### src/rtl/ntt_pkg.sv
// Shared constants, FSM encoding and write-back record for the Kyber NTT datapath.
package ntt_pkg;

  localparam int KYBER_N    = 256;
  localparam int KYBER_Q    = 3329;
  localparam int NTT_STAGES = 7;
  localparam int LOG_N      = 8;
  localparam int ROM_LAT    = 1;

  typedef enum logic [1:0] {
    ST_IDLE,
    ST_RUN,
    ST_DRAIN,
    ST_FIN
  } state_t;

  typedef struct packed {
    logic             vld;
    logic [LOG_N-1:0] a;
    logic [LOG_N-1:0] b;
  } wb_t;

endpackage

### src/rtl/ntt_delay_line.sv
// DEPTH x WIDTH shift register with enable; output is the last stage register.
module ntt_delay_line #(
  parameter int DEPTH = 1,
  parameter int WIDTH = 1
) (
  input  logic             clk,
  input  logic             rst,
  input  logic             en,
  input  logic [WIDTH-1:0] din,
  output logic [WIDTH-1:0] dout
);

  logic [WIDTH-1:0] pipe [DEPTH];

  always_ff @(posedge clk) begin
    if (rst) begin
      for (int k = 0; k < DEPTH; k++) pipe[k] <= '0;
    end else if (en) begin
      pipe[0] <= din;
      for (int k = 1; k < DEPTH; k++) pipe[k] <= pipe[k-1];
    end
  end

  assign dout = pipe[DEPTH-1];

endmodule

### src/rtl/ntt_addr_gen.sv
// Forward Kyber NTT sequencer: one butterfly issue per cycle, write-back addresses
// delayed by LAT, inter-stage drain so the next stage never reads stale data.
module ntt_addr_gen
  import ntt_pkg::*;
#(
  parameter int BF_LAT  = 4,
  parameter int TW_BASE = 1
) (
  input  logic       clk,
  input  logic       rst,
  input  logic       start,
  input  logic       stall,
  output logic       busy,
  output logic       done,
  output logic       rd_en,
  output logic [7:0] rd_addr_a,
  output logic [7:0] rd_addr_b,
  output logic [6:0] tw_addr,
  output logic       wr_en,
  output logic [7:0] wr_addr_a,
  output logic [7:0] wr_addr_b,
  output logic [2:0] stage
);

  localparam int         LAT        = BF_LAT + ROM_LAT;
  // Counter is loaded with LAT-1 and the stage advances on the cycle it reads 0,
  // giving exactly LAT idle cycles between stages.
  localparam logic [3:0] DRAIN_LAST = 4'(LAT - 1);
  localparam logic [6:0] TW_OFS     = 7'(TW_BASE - 1);
  localparam logic [2:0] LAST_STAGE = 3'(NTT_STAGES - 1);

  state_t     state, state_nxt;
  logic [2:0] s, s_nxt;
  logic [6:0] i, i_nxt;
  logic [3:0] cnt, cnt_nxt;

  logic [3:0] sh_g, sh_a;
  logic [7:0] len, g, off, a_nxt, b_nxt;
  logic [6:0] tw_nxt;
  logic       run_nxt;
  wb_t        wb_in, wb_out;

  always_ff @(posedge clk) begin
    if (rst) begin
      state <= ST_IDLE;
      s     <= '0;
      i     <= '0;
      cnt   <= '0;
    end else if (!stall) begin
      state <= state_nxt;
      s     <= s_nxt;
      i     <= i_nxt;
      cnt   <= cnt_nxt;
    end
  end

  always_comb begin
    state_nxt = state;
    s_nxt     = s;
    i_nxt     = i;
    cnt_nxt   = cnt;
    unique case (state)
      ST_IDLE: begin
        if (start) begin
          state_nxt = ST_RUN;
          s_nxt     = '0;
          i_nxt     = '0;
        end
      end
      ST_RUN: begin
        i_nxt = i + 7'd1;
        if (i == 7'd127) begin
          state_nxt = ST_DRAIN;
          cnt_nxt   = DRAIN_LAST;
        end
      end
      ST_DRAIN: begin
        if (cnt == 4'd0) begin
          if (s == LAST_STAGE) begin
            state_nxt = ST_FIN;
          end else begin
            state_nxt = ST_RUN;
            s_nxt     = s + 3'd1;
            i_nxt     = '0;
          end
        end else begin
          cnt_nxt = cnt - 4'd1;
        end
      end
      ST_FIN: begin
        state_nxt = ST_IDLE;
        s_nxt     = '0;
      end
      default: state_nxt = ST_IDLE;
    endcase
  end

  // Addresses are computed for the upcoming cycle so they can be registered.
  always_comb begin
    sh_g    = 4'd7 - {1'b0, s_nxt};
    sh_a    = 4'd8 - {1'b0, s_nxt};
    len     = 8'd128 >> s_nxt;
    g       = {1'b0, i_nxt} >> sh_g;
    off     = {1'b0, i_nxt} & (len - 8'd1);
    a_nxt   = (g << sh_a) + off;
    b_nxt   = a_nxt + len;
    tw_nxt  = TW_OFS + (7'd1 << s_nxt) + g[6:0];
    run_nxt = (state_nxt == ST_RUN);
  end

  always_ff @(posedge clk) begin
    if (rst) begin
      rd_en     <= 1'b0;
      rd_addr_a <= '0;
      rd_addr_b <= '0;
      tw_addr   <= '0;
      busy      <= 1'b0;
      done      <= 1'b0;
      stage     <= '0;
    end else if (!stall) begin
      rd_en     <= run_nxt;
      rd_addr_a <= run_nxt ? a_nxt : 8'd0;
      rd_addr_b <= run_nxt ? b_nxt : 8'd0;
      tw_addr   <= run_nxt ? tw_nxt : 7'd0;
      busy      <= (state_nxt == ST_RUN) || (state_nxt == ST_DRAIN);
      done      <= (state_nxt == ST_FIN);
      stage     <= s_nxt;
    end
  end

  assign wb_in = '{vld: rd_en, a: rd_addr_a, b: rd_addr_b};

  ntt_delay_line #(
    .DEPTH (LAT),
    .WIDTH ($bits(wb_t))
  ) u_wb_dly (
    .clk  (clk),
    .rst  (rst),
    .en   (!stall),
    .din  (wb_in),
    .dout (wb_out)
  );

  assign wr_en     = wb_out.vld;
  assign wr_addr_a = wb_out.a;
  assign wr_addr_b = wb_out.b;

endmodule

### config.mk
export PLATFORM = sky130hd
export DESIGN_NAME = ntt_addr_gen
export DESIGN_NICKNAME = d
export VERILOG_FILES = /design/src/rtl/ntt_pkg.sv /design/src/rtl/ntt_delay_line.sv /design/src/rtl/ntt_addr_gen.sv
export SDC_FILE = /design/constraint.sdc
export NUM_CORES = 1
export LEC_CHECK = 0
export ABC_AREA = 1
export CORE_UTILIZATION = 45
export CTS_BUF_LIST = sky130_fd_sc_hd__clkbuf_4 sky130_fd_sc_hd__clkbuf_8
export DETAILED_ROUTE_END_ITERATION = 6
export SKIP_LAST_GASP = 1
export SYNTH_ARGS = -nofsm -noshare
export SYNTH_HDL_FRONTEND = slang
export SYNTH_SLANG_ARGS = --single-unit
### constraint.sdc
create_clock -name clk -period 5.7 [get_ports clk]
set_clock_uncertainty 0.05 [all_clocks]
set_input_delay 0.57 -clock clk [delete_from_list [all_inputs] [get_ports clk]]
set_output_delay 0.57 -clock clk [all_outputs]
set_load 0.03 [all_outputs]
==> reports/metrics.cfg <==
[yosys]
yosysTopAreaCellShare=0.387
syn_area_per_cell_um2=8.81
yosysMostFrequentCell=inv_1
synth_area_mm2=0.00660
synthArstFlopShare=0
yosys.area.top_type=edfxtp_1
syn-num-nets=789
synth_edf_count=85
synthCells=749
ys_seq_area_frac=0.514
yosysUniqueCellTypes=48
synth-seq-cells=127
yosysWarnings=0
yosys-top-cells-count=inv_1 (154), nor2_1 (135), nand2_1 (94), edfxtp_1 (85), dfxtp_1 (42)
synthTopCellsByArea=edfxtp_1 (39%), dfxtp_1 (13%), inv_1 (8.8%)
ys.flop_type=edfxtp_1

[timing]
max_freq_ghz=0.200
rsz0062_at_grt=false
slew_headroom=0.361
tns_ns=0
fin_crit_ns=4.99
timing.hold.ws_ns=0.410
tightest_slew_ns=0.959
period_share=0.876
setup_violations=0
finalHoldViolCount=0
drv_slew=0

[setup_path]
max_stage_delay_ns=0.43
crit_required_ns=6.04
crit_fanout=17
critPathKind=reg -> reg
r2r-end=rd_addr_b[7]$_SDFFE_PP0N_
cp_slowest_cell=ha_1
r2r_slack_ns=0.71
ff2ff_path_depth=29
cp-end-kind=flip-flop
crit_top_cell=inv_1
crit_arrival_ns=5.33
start_kind=flip-flop
r2r-start=cnt[0]$_SDFFE_PP0P_

[cts]
cts-root-buf=clkbuf_8
numCtsBuffers=17
path_clk_slew_ns=0.08
cts.repair.resized=0
cts_buffer_depth=2
cts_post_setup_buffers_inserted=0
cts_tree=done
cts_hold_buffers=0
cts_max_level=4
clock-sinks=127
clk_latency_ns=0.44

[grt]
antenna_found_initial=0
gr-total-overflow=0
grt_max_degree=97
grt_util_all_layers=0.199
first_global_vias=4553
grt_pass1_wl_um=22800

[route]
drt-pass1-iter-count=6
avgRoutedWirePerCell_um=13.9
wl_um=13600
vias=4710
drcViolationCount=0
via_per_inst=4.80
dr.first_iter.drc_count=237
ant_nets=0

[floorplan]
die_y_um=123
rows=43
die_width_um=123
initial_core_util=0.468
die-area_mm2=0.0151
coreArea_mm2=0.0141
ios=50

[final_layout]
fillers=1297
antenna_cells=0
area_delta_synth_final_pct=14.0
drive_gt1_frac=0.0910
nets=829

[worst_hold_path]
hp-start=busy$_SDFFE_PP0N_
hold_end=busy$_SDFFE_PP0N_
hold_path_depth=2
hold_class=reg -> reg

[flow_run]
max_cap_violations=0

[power]
leakage_uw=0.00321
ir_drop_v=0.000146
p_per_area_mw_per_mm2=253

[outcome]
status=complete, no violations

[placement]
gp_congestion=0.910
io_buffers=49
dp_hpwl_um=9570

==> power breakdown <==
group          switching (µW)  leakage, µW  internal [µW]
clock                     365     0.000188            392
sequential               12.1      0.00128           1020
combinational            81.6      0.00174           35.7
total                     458      0.00321           1450
==> flip-flops by register name, summed over array words and instances (netlist names) <==
name           cells
u_wb_dly.pipe     85
rd_addr_a          8
rd_addr_b          8
i                  7
tw_addr            7
cnt                4
stage              3
state              2
busy               1
done               1
rd_en              1
==> cells in the final DEF (no fill, tap or decap), types with 3 or more instances in the layout <==
master and count:
inv_1 154, nor2_1 135, nand2_1 94, edfxtp_1 85, clkdlybuf4s50_1 49, dfxtp_1 42, ha_1 33, nand3_1 27
o21ai_0 23, a21oi_1 22, o22ai_1 19, clkbuf_8 17, nand2_2 12, nand3_2 9, xor2_1 6, inv_2 5
buf_4 5, nand4_1 4, inv_6 4, clkinv_2 4, o21bai_1 4, nor3_1 4, a22o_1 4, xnor2_1 3
o31ai_1 3, fa_1 3, clkinvlp_4 3
==> critical path, delay by kind of cell, from the launching register on <==
family,cells,cell delay (ns)
xor gates and xnor gates,2,0.48
buffers and inverters,8,0.73
AOI/OAI and AO/OA,3,0.37
DFF,1,0.30
adders and majority gates,5,1.62
and+or+nand+nor,11,1.40
==> metal layers <==
layer / vias to the layer above / track usage / wire length [µm] / part of all wire
li1: 2444 / - / - / -
met1: 2157 / 0.277 / 6810 / 0.50
met2: 96 / 0.307 / 6150 / 0.45
met3: 13 / 0.0452 / 537 / 0.039
met4: 0 / 0.0655 / 106 / 0.0078
met5: - / 0 / 0 / 0
==> worst max-delay path by stage <==
stage	startpoint	endpoint	slack [ns]
3_3_place_gp	start	rd_addr_b[7]$_SDFFE_PP0N_	0.46
3_5_place_dp	start	rd_addr_b[7]$_SDFFE_PP0N_	0.42
4_1_cts	cnt[0]$_SDFFE_PP0P_	rd_addr_b[7]$_SDFFE_PP0N_	0.73
6_report	cnt[0]$_SDFFE_PP0P_	rd_addr_b[7]$_SDFFE_PP0N_	0.71
2_1_floorplan	stage[0]$_SDFFE_PP0N_	rd_addr_b[7]$_SDFFE_PP0N_	1.07
5_1_grt	cnt[0]$_SDFFE_PP0P_	rd_addr_b[7]$_SDFFE_PP0N_	0.21
==> area by class of cell <==
| class | instances | area (µm²) | area share |
|---|---|---|---|
| Clock buffer | 18 | 241 | 0.0321 |
| Inverter | 163 | 623 | 0.0828 |
| Sequential cell | 127 | 3390 | 0.451 |
| Multi-Input combinational cell | 426 | 2370 | 0.315 |
| Tap cell | 180 | 225 | 0.0299 |
| Timing Repair Buffer | 54 | 528 | 0.0702 |
| Clock inverter | 14 | 140 | 0.0186 |
==> metrics by stage <==
step           worst slack, ns  cell area, µm²  power [µW]  instances  utilization
2_1_floorplan             1.07            6600        1140        749            -
3_3_place_gp             0.464            7140        1170        950        0.507
3_5_place_dp             0.424            7140        1170        950        0.507
4_1_cts                  0.727            7520        1930        982        0.534
5_1_grt                  0.205            7520        1980        982        0.534
6_report                 0.708            7520        1910        982        0.534
==> kinds of logic after synthesis <==
kind of cell             synth area share
AO/OA/AOI/OAI                      0.0785
XOR/XNOR                           0.0120
adder cells (fa/ha/maj)            0.0717
buffers and inverters               0.126
flip-flops                          0.514
multiplexers                      0.00152
AND/OR/NAND/NOR                     0.196
No activity file was read; power rests on OpenSTA's default activity.
